==> src/rtl/huff_sort_if.sv <==
// Handshake and result bus between the Huffman symbol counter and the sort engine.
interface huff_sort_if #(
    parameter int N = 6,
    parameter int W = 8
);
    localparam int IW = $clog2(N);
    localparam int NW = $clog2(N + 1);

    logic              start;
    logic [NW-1:0]     num;
    logic              desc;
    logic [N*W-1:0]    cnt_in;
    logic [N*IW-1:0]   order;
    logic              busy;
    logic              done;
    logic              out_valid;
    logic [IW-1:0]     out_idx;
    logic [W-1:0]      out_cnt;

    modport master (
        output start, num, desc, cnt_in,
        input  order, busy, done, out_valid, out_idx, out_cnt
    );

    modport slave (
        input  start, num, desc, cnt_in,
        output order, busy, done, out_valid, out_idx, out_cnt
    );
endinterface

==> src/rtl/huff_sort_engine.sv <==
// Stable selection sorter producing rank-ordered symbol indices from symbol counts.
// Optional per-rank result stream enabled by defining HUFF_SORT_STREAM_EN.
module huff_sort_engine #(
    parameter int N = 6,
    parameter int W = 8
) (
    input  logic       clk,
    input  logic       reset,
    huff_sort_if.slave bus
);
    localparam int IW = $clog2(N);
    localparam int NW = $clog2(N + 1);

    typedef enum logic [1:0] {IDLE, SORT, DONE} state_t;

    state_t            state_q, state_d;
    logic [NW-1:0]     num_q, num_d;
    logic              desc_q, desc_d;
    logic [N-1:0]      used_q, used_d;
    logic [IW-1:0]     i_q, i_d;
    logic [IW-1:0]     r_q, r_d;
    logic              bvld_q, bvld_d;
    logic [IW-1:0]     bidx_q, bidx_d;
    logic [W-1:0]      bcnt_q, bcnt_d;
    logic [W-1:0]      cnt_q [N];
    logic [W-1:0]      cnt_d [N];
    logic [IW-1:0]     order_q [N];
    logic [IW-1:0]     order_d [N];

    logic [NW-1:0]     num_eff;
    logic [W-1:0]      cand_cnt;
    logic              take, last_scan, last_rank;
    logic [IW-1:0]     win_idx;
    logic [W-1:0]      win_cnt;

    assign num_eff   = (bus.num > NW'(N)) ? NW'(N) : bus.num;
    assign cand_cnt  = cnt_q[i_q];
    assign last_scan = (NW'(i_q) == num_q - NW'(1));
    assign last_rank = (NW'(r_q) == num_q - NW'(1));

    // Strict compare keeps the earliest index on ties, which makes the sort stable.
    assign take = (NW'(i_q) < num_q) && !used_q[i_q] &&
                  (!bvld_q || (desc_q ? (cand_cnt > bcnt_q) : (cand_cnt < bcnt_q)));
    assign win_idx = take ? i_q : bidx_q;
    assign win_cnt = take ? cand_cnt : bcnt_q;

    always_comb begin
        state_d = state_q;
        num_d   = num_q;
        desc_d  = desc_q;
        used_d  = used_q;
        i_d     = i_q;
        r_d     = r_q;
        bvld_d  = bvld_q;
        bidx_d  = bidx_q;
        bcnt_d  = bcnt_q;
        cnt_d   = cnt_q;
        order_d = order_q;
        case (state_q)
            IDLE: begin
                if (bus.start) begin
                    num_d  = num_eff;
                    desc_d = bus.desc;
                    used_d = '0;
                    i_d    = '0;
                    r_d    = '0;
                    bvld_d = 1'b0;
                    for (int k = 0; k < N; k++) begin
                        cnt_d[k]   = bus.cnt_in[k*W +: W];
                        order_d[k] = IW'(k);
                    end
                    state_d = (num_eff == '0) ? DONE : SORT;
                end
            end
            SORT: begin
                if (last_scan) begin
                    order_d[r_q]    = win_idx;
                    used_d[win_idx] = 1'b1;
                    r_d             = r_q + IW'(1);
                    i_d             = '0;
                    bvld_d          = 1'b0;
                    if (last_rank) state_d = DONE;
                end else begin
                    i_d    = i_q + IW'(1);
                    bvld_d = bvld_q | take;
                    bidx_d = win_idx;
                    bcnt_d = win_cnt;
                end
            end
            DONE:    state_d = IDLE;
            default: state_d = IDLE;
        endcase
    end

    always_ff @(posedge clk or posedge reset) begin
        if (reset) begin
            state_q <= IDLE;
            num_q   <= '0;
            desc_q  <= 1'b0;
            used_q  <= '0;
            i_q     <= '0;
            r_q     <= '0;
            bvld_q  <= 1'b0;
            for (int k = 0; k < N; k++) order_q[k] <= IW'(k);
        end else begin
            state_q <= state_d;
            num_q   <= num_d;
            desc_q  <= desc_d;
            used_q  <= used_d;
            i_q     <= i_d;
            r_q     <= r_d;
            bvld_q  <= bvld_d;
            order_q <= order_d;
        end
    end

    // Latched counts and the running best are only meaningful under control qualifiers.
    always_ff @(posedge clk) begin
        cnt_q  <= cnt_d;
        bidx_q <= bidx_d;
        bcnt_q <= bcnt_d;
    end

    for (genvar g = 0; g < N; g++) begin : g_order
        assign bus.order[g*IW +: IW] = order_q[g];
    end

    assign bus.busy = (state_q == SORT);
    assign bus.done = (state_q == DONE);

`ifdef HUFF_SORT_STREAM_EN
    logic          commit;
    logic          ov_q;
    logic [IW-1:0] oidx_q;
    logic [W-1:0]  ocnt_q;

    assign commit = (state_q == SORT) && last_scan;

    always_ff @(posedge clk or posedge reset) begin
        if (reset) begin
            ov_q   <= 1'b0;
            oidx_q <= '0;
            ocnt_q <= '0;
        end else begin
            ov_q <= commit;
            if (commit) begin
                oidx_q <= win_idx;
                ocnt_q <= win_cnt;
            end
        end
    end

    assign bus.out_valid = ov_q;
    assign bus.out_idx   = oidx_q;
    assign bus.out_cnt   = ocnt_q;
`else
    assign bus.out_valid = 1'b0;
    assign bus.out_idx   = '0;
    assign bus.out_cnt   = '0;
`endif
endmodule
==> src/flat_wrapper.sv <==
// flat-port wrapper written by rule: the top's interface ports become plain ports
module huff_sort_engine_flat 
#(
    parameter int N = 6,
    parameter int W = 8
)
  (clk, reset, bus_start, bus_num, bus_desc, bus_cnt_in, bus_order, bus_busy, bus_done, bus_out_valid, bus_out_idx, bus_out_cnt);
  huff_sort_if #(.N(N), .W(W)) bus_i ();
  input  logic clk;
  input  logic reset;
  input wire logic [$bits(bus_i.start)-1:0] bus_start;
  input wire logic [$bits(bus_i.num)-1:0] bus_num;
  input wire logic [$bits(bus_i.desc)-1:0] bus_desc;
  input wire logic [$bits(bus_i.cnt_in)-1:0] bus_cnt_in;
  output wire logic [$bits(bus_i.order)-1:0] bus_order;
  output wire logic [$bits(bus_i.busy)-1:0] bus_busy;
  output wire logic [$bits(bus_i.done)-1:0] bus_done;
  output wire logic [$bits(bus_i.out_valid)-1:0] bus_out_valid;
  output wire logic [$bits(bus_i.out_idx)-1:0] bus_out_idx;
  output wire logic [$bits(bus_i.out_cnt)-1:0] bus_out_cnt;
  assign bus_i.start = bus_start;
  assign bus_i.num = bus_num;
  assign bus_i.desc = bus_desc;
  assign bus_i.cnt_in = bus_cnt_in;
  assign bus_order = bus_i.order;
  assign bus_busy = bus_i.busy;
  assign bus_done = bus_i.done;
  assign bus_out_valid = bus_i.out_valid;
  assign bus_out_idx = bus_i.out_idx;
  assign bus_out_cnt = bus_i.out_cnt;
  huff_sort_engine #(.N(N), .W(W)) u_core (.clk(clk), .reset(reset), .bus(bus_i));
endmodule
==> config.mk <==
export PLATFORM = sky130hd
export DESIGN_NAME = huff_sort_engine_flat
export DESIGN_NICKNAME = d
export VERILOG_FILES = /design/src/rtl/huff_sort_if.sv /design/src/rtl/huff_sort_engine.sv /design/src/flat_wrapper.sv
export SDC_FILE = /design/constraint.sdc
export NUM_CORES = 1
export LEC_CHECK = 0
export CAP_MARGIN = 5
export CORE_AREA = 2 2 93 95
export DETAILED_ROUTE_END_ITERATION = 16
export DIE_AREA = 0 0 95 97
export PLACE_DENSITY = 0.91
export SLEW_MARGIN = 0
export SYNTH_ARGS = -nofsm -noshare
export SYNTH_HDL_FRONTEND = slang
export SYNTH_SLANG_ARGS = --single-unit
==> constraint.sdc <==
create_clock -name clk -period 8.9 [get_ports clk]
set_clock_uncertainty 0.2 [all_clocks]
set_input_delay 0.89 -clock clk [delete_from_list [all_inputs] [get_ports clk]]
set_output_delay 0.89 -clock clk [all_outputs]
set_load 0.02 [all_outputs]
# Word-level counts from Yosys, hierarchy flattened
# Index checks and enable logic that the tools add are counted.
# op_classes
bitwise,5
order_cmp,10
div_mod_pow,0
n_mul,0
n_reduce_logical,16
addsub,3
n_mux,32
n_eq_ne,7
shifts,0
# op_table
op,count
2-to-1 mux 18 bit,2
one-hot mux 18 bit (2 select lines),1
binary-select mux 8 bit (select 3 bit),1
bitwise mux 18 bit,1
2-to-1 mux 3 bit,6
2-to-1 mux 8 bit,2
2-to-1 mux 6 bit,2
one-hot mux 3 bit (2 select lines),2
one-hot mux 6 bit (2 select lines),1
demux 3 bit (select 3 bit),1
AND reduction 3 bit,3
">= comparator 4 bit, second input constant",2
> comparator 8 bit,1
"< comparator 3 x 4 -> 1 bit, second input constant",2
< comparator 8 bit,1
2-to-1 mux 2 bit,4
inverter 3 -> 4 bit,2
"adder 3 x 1 -> 3 bit, second input constant",2
equality test 3 bit,2
OR 6 bit,1
AND reduction 2 bit,3
2-to-1 mux 1 bit,5
logical AND 1 bit,4
"< comparator 4 x 1 -> 1 bit, second input constant",1
19 further kinds,21
# totals
in_bits,55
n_memories,0
output_inout_bits,32
mem_bits_rw,0
romBits,0
regBits,96
elab_cells,94
latch_bits,0

# Longest topological paths before layout
# depth
word_depth,16
mapped_depth,14
depth_no_buf,11

# Least setup slack after synthesis
# No wires, ideal clock.
# synth_path
kind,register to register
startpoint,register u_core.i_q[0]
endpoint,register u_core.bcnt_q[0] (enable)
setup_ns,0.370
setup_slack_ns,4.988
stages_incl_launch_ff,13
path_buffers,4
t_required_ns,8.330
arrival_ns,3.341
period_less_slack_ns,3.912
path_cell_list,dfrtp_1 buf_6 buf_1 clkbuf_1 mux2i_1 o21ai_0 ha_1 a21oi_1 a21boi_0 o311a_4 or2_0 buf_2 nor2_1
# synth_between
elab_chain_len,9
elab_cells_between_ends,17
classes_between,order compare (3); eq/ne (1); mux (6); bitwise (2); reduce/logical (5)
# synth_lines
item,line,source
start: declaration,huff_sort_engine.sv:20,"logic [IW-1:0] i_q, i_d;"
start signal: assignment,huff_sort_engine.sv:110,i_q <= i_d;
inverter 3 -> 4 bit (implied by the code) *,huff_sort_engine.sv:37,assign cand_cnt = cnt_q[i_q];
binary-select mux 8 bit (select 3 bit) *,huff_sort_engine.sv:37,
2-to-1 mux 8 bit (implied by the code) * (2 in series),huff_sort_engine.sv:37,
named net u_core.cand_cnt[6],huff_sort_engine.sv:31,logic [W-1:0] cand_cnt;
< comparator 8 bit or > comparator 8 bit (tied branches),huff_sort_engine.sv:43,(!bvld_q || (desc_q ? (cand_cnt > bcnt_q) : (cand_cnt < bcnt_q)));
2-to-1 mux 1 bit *,huff_sort_engine.sv:43,
logical OR 1 bit *,huff_sort_engine.sv:43,
logical AND 1 bit *,huff_sort_engine.sv:42,assign take = (NW'(i_q) < num_q) && !used_q[i_q] &&
AND reduction 3 bit (no line) *,--,
end signal: assignment,huff_sort_engine.sv:121,bcnt_q <= bcnt_d;
end: declaration,huff_sort_engine.sv:24,"logic [W-1:0] bcnt_q, bcnt_d;"
# The timed path passes the listed nets; every way through them passes the cells marked *. The select of a mux whose other input is x is not followed.
# A chain may end at the register's enable or synchronous reset.

# Worst setup path in the final report
# layout_path
startpoint,register u_core.i_q[0]
endpoint,register u_core.bcnt_q[1] (enable)
# The elaborated chain is that of the path after synthesis.

==> results.py <==
metrics = {
    "global_routing": {
        "grt_max_degree": 68,
        "grt_pass1_vias": 3328,
        "grt_pass1_wl_um": 16050,
        "grt_antenna_before_repair": 0,
        "gr-usage-all-layers": 0.2287,
        "grt_overflow": 0,
    },
    "route": {
        "route.detailed.drc": 0,
        "viasPerCell": 5.888,
        "top_layer": "met4",
        "totalWireLength_um": 9916,
        "first_pass_iters": 5,
        "route.met2.wl_um": 5280,
        "drt-initial-drc-count": 303,
        "drt-wirelength-per-cell_um": 18.43,
        "wl_met3_um": 678,
        "met1_length_um": 3697,
        "vias": 3168,
        "ant_nets": 0,
    },
    "timing": {
        "hold_violations": 0,
        "setup_viol": 0,
        "timing.hold.ws_ns": 0.3140,
        "rsz0062_at_grt": "no",
        "final-max-slew-violation-count": 0,
        "period_minus_slack_ns": 4.709,
        "slew_headroom": 0.4406,
        "worst_pin_slew_ns": 0.8391,
        "fmax_ghz": 0.2124,
        "finalCritPeriodShare": 0.5291,
        "tns_ns": 0,
    },
    "floorplanning": {
        "core.rowCount": 33,
        "coreArea_um2": 8134,
        "io_pins": 87,
        "die-height_um": 97,
        "start_util": 0.5505,
        "chipWidth_um": 95,
        "die_area_um2": 9215,
    },
    "yosys": {
        "yosys-top-cells-area": "edfxtp_1 40%, dfrtp_1 17%, mux4_2 4.5%, dfstp_2 4.1%, ha_1 3.9%",
        "synth_top_area_share": 0.3956,
        "synthFlopType": "edfxtp_1",
        "synthArstFlopShare": 0.3854,
        "yosysSeqAreaShare": 0.6044,
        "synth_edf_count": 59,
        "ys_ff_latch": 96,
        "synth_top_area_cell": "edfxtp_1",
        "netlist_area_um2": 4478,
        "synth.avg_cell_area_um2": 12.47,
        "yosys_warnings": 0,
        "synth_cell_types": 55,
        "synth_cells": 359,
    },
    "final_layout": {
        "seq_area_um2": 2706,
        "drive_above_1_share": 0.1039,
        "syn2layout_area_growth_pct": 21.51,
        "fill_cells": 559,
        "fin_cells": 538,
        "antennaDiodeCount": 0,
        "final_core_util": 0.6690,
        "stdcell_area_um2": 5441,
        "layout.nets": 497,
        "multi_input_area_um2": 1574,
    },
    "place": {
        "port_buffers": 74,
        "dp_hpwl_um": 6952,
        "gp_congestion": 0.8750,
        "dp_cells": 522,
        "dpl-instance-area_um2": 5246,
    },
    "worst_setup_path": {
        "critical_path_class": "reg -> reg",
        "crit_buf_inv": 1,
        "critPathMaxFanout": 17,
        "slowest_stage": "dfrtp_1",
        "slowest_delay_ns": 0.74,
        "cp_cell_sequence": "buf_4, mux4_2, nand2_1, o21ai_0, ha_1, nor2b_1, o211ai_2, a21oi_1, o311a_4, or2_0, nor2_1",
        "critical_path.top_delay_family": "simple AND/OR/NAND/NOR gates",
        "crit_arrival_ns": 4.52,
        "cp.required_ns": 8.71,
        "crit_path_start_kind": "flip-flop",
        "critPathCaptureType": "flip-flop",
    },
    "cts": {
        "postCtsHoldBufs": 0,
        "clock-root-buffer": "clkbuf_8",
        "clkSlewWorstSetupHoldPaths_ns": 0.09,
        "cts_tree": "built",
        "clock_tree.buffer_depth": 2,
        "clk_latency_ns": 0.37,
        "cts_buffers": 9,
        "h-tree-depth": 3,
        "cts_num_sinks": 96,
        "post_cts_resized": 0,
        "post_cts_buffers": 0,
    },
    "power_and_ir_drop": {
        "p_leak_nw": 2.103,
        "powerDensity_nw_per_um2": 361.1,
        "peakVddDrop_mv": 0.1941,
    },
    "flow_run": {
        "cap_viol_max_count": 0,
    },
    "min_path": {
        "holdCritPathClass": "reg -> reg",
    },
    "run_status": {
        "status": "finished, final reports clean",
    },
}
[layout by cell type, fill, tap and decap left out, drive strengths merged, types with 5 or more instances in the layout]
| master | netlist | final |
|---|---|---|
| nand2 | 27 | 27 |
| dfrtp | 30 | 30 |
| a21oi | 13 | 13 |
| inv | 18 | 19 |
| ha | 14 | 14 |
| o21ai | 32 | 32 |
| edfxtp | 59 | 59 |
| clkdlybuf4s50 | 0 | 74 |
| mux2i | 9 | 9 |
| conb | 1 | 12 |
| nor2b | 5 | 5 |
| clkbuf | 14 | 10 |
| nor2 | 12 | 12 |
| nand2b | 6 | 6 |
| nor4 | 6 | 6 |
| nor3 | 11 | 11 |
| mux4 | 9 | 9 |
| dfstp | 7 | 7 |
| nand3 | 19 | 19 |
[tightest hold or removal path, cell delays in order (launching register included)]
cell	delay (ns)
dfrtp_1	0.35
nand3_1	0.06
o21ai_0	0.07
[routing by layer]
| layer | track usage | up-vias |
|---|---|---|
| met2 | 0.3906 | 178 |
| met4 | 0.1026 | 0 |
| li1 | - | 1440 |
| met3 | 0.04283 | 35 |
| met1 | 0.2788 | 1515 |
| met5 | 0 | - |
[state kept, by name, summed over array words and instances, names as in the netlist]
signal and cells:
u_core.bus.order 18, u_core.bidx_q 3, u_core.i_q 3, u_core.r_q 3, u_core.bvld_q 1, u_core.used_q 6
u_core.state_q 2, u_core.cnt_q 48, u_core.bcnt_q 8, u_core.num_q 3, u_core.desc_q 1
[synthesized netlist by cell type (2+ instances only)]
master and number:
a32oi_1 2, nand3_1 19, nor3_1 11, clkbuf_1 14, nand4_1 3, dfstp_2 7
and3_1 3, xor2_1 4, o221ai_1 2, a21o_1 2, a41oi_1 2, buf_4 12
nand2_1 27, a311oi_1 2, a211oi_1 3, mux4_2 9, o21ai_0 26, inv_1 18
or2_2 2, o21ai_1 6, nand3b_1 3, a22oi_1 2, edfxtp_1 59, ha_1 14
a21oi_1 10, buf_2 2, nand2b_1 6, mux2i_1 9, o211ai_2 2, xnor2_1 3
dfrtp_1 30, nor4_1 6, nor2_1 12, a21oi_2 2, nor2b_1 5
[layout make-up]
cell class	instances	area share
Inverter	19	0.01311
Timing Repair Buffer	77	0.1403
Clock inverter	6	0.01242
Tap cell	105	0.02414
Multi-Input combinational cell	225	0.2893
Sequential cell	96	0.4974
Clock buffer	10	0.02345
[worst paths after layout]
kind / startpoint / end / slack [ns] / depth (start not counted)
setup / recovery: u_core.i_q[0] / u_core.bcnt_q[1] / 4.19 / 11
hold / removal: u_core.bus.order[4] / u_core.bus.order[4] / 0.31 / 2
setup reg to reg: u_core.i_q[0] / u_core.bcnt_q[1] / 4.19 / 11
hold reg to reg: u_core.bus.order[4] / u_core.bus.order[4] / 0.31 / 2
max in group asynchronous: reset / u_core.bus.order[14] / 7.39 / 3
min in group asynchronous: reset / u_core.bus.order[2] / 0.73 / 3
[power breakdown]
group	total (mW)	switching (mW)	internal, mW
clock	0.285	0.154	0.131
sequential	0.758	0.109	0.648
combinational	0.922	0.562	0.360
total	1.97	0.826	1.14
[stage by stage]
| step | power [mW] | setup slack, ns |
|---|---|---|
| detailed placement | 1.665 | 4.250 |
| finish | 1.965 | 4.191 |
| floorplan | 1.388 | 4.988 |
| CTS | 1.953 | 4.221 |
| global route | 2.072 | 3.980 |
| global placement | 1.595 | 4.519 |
[kinds of logic after synthesis]
logic type                 share of synthesized area
muxes                                        0.06538
AOI/OAI and AO/OA                             0.1031
DFF                                           0.6044
other                                      0.0008374
xor gates and xnor gates                     0.01369
adders and majority gates                    0.03912
and+or+nand+nor                               0.1202
buffers and inverters                        0.05336
(Power assumes the default switching activity.)
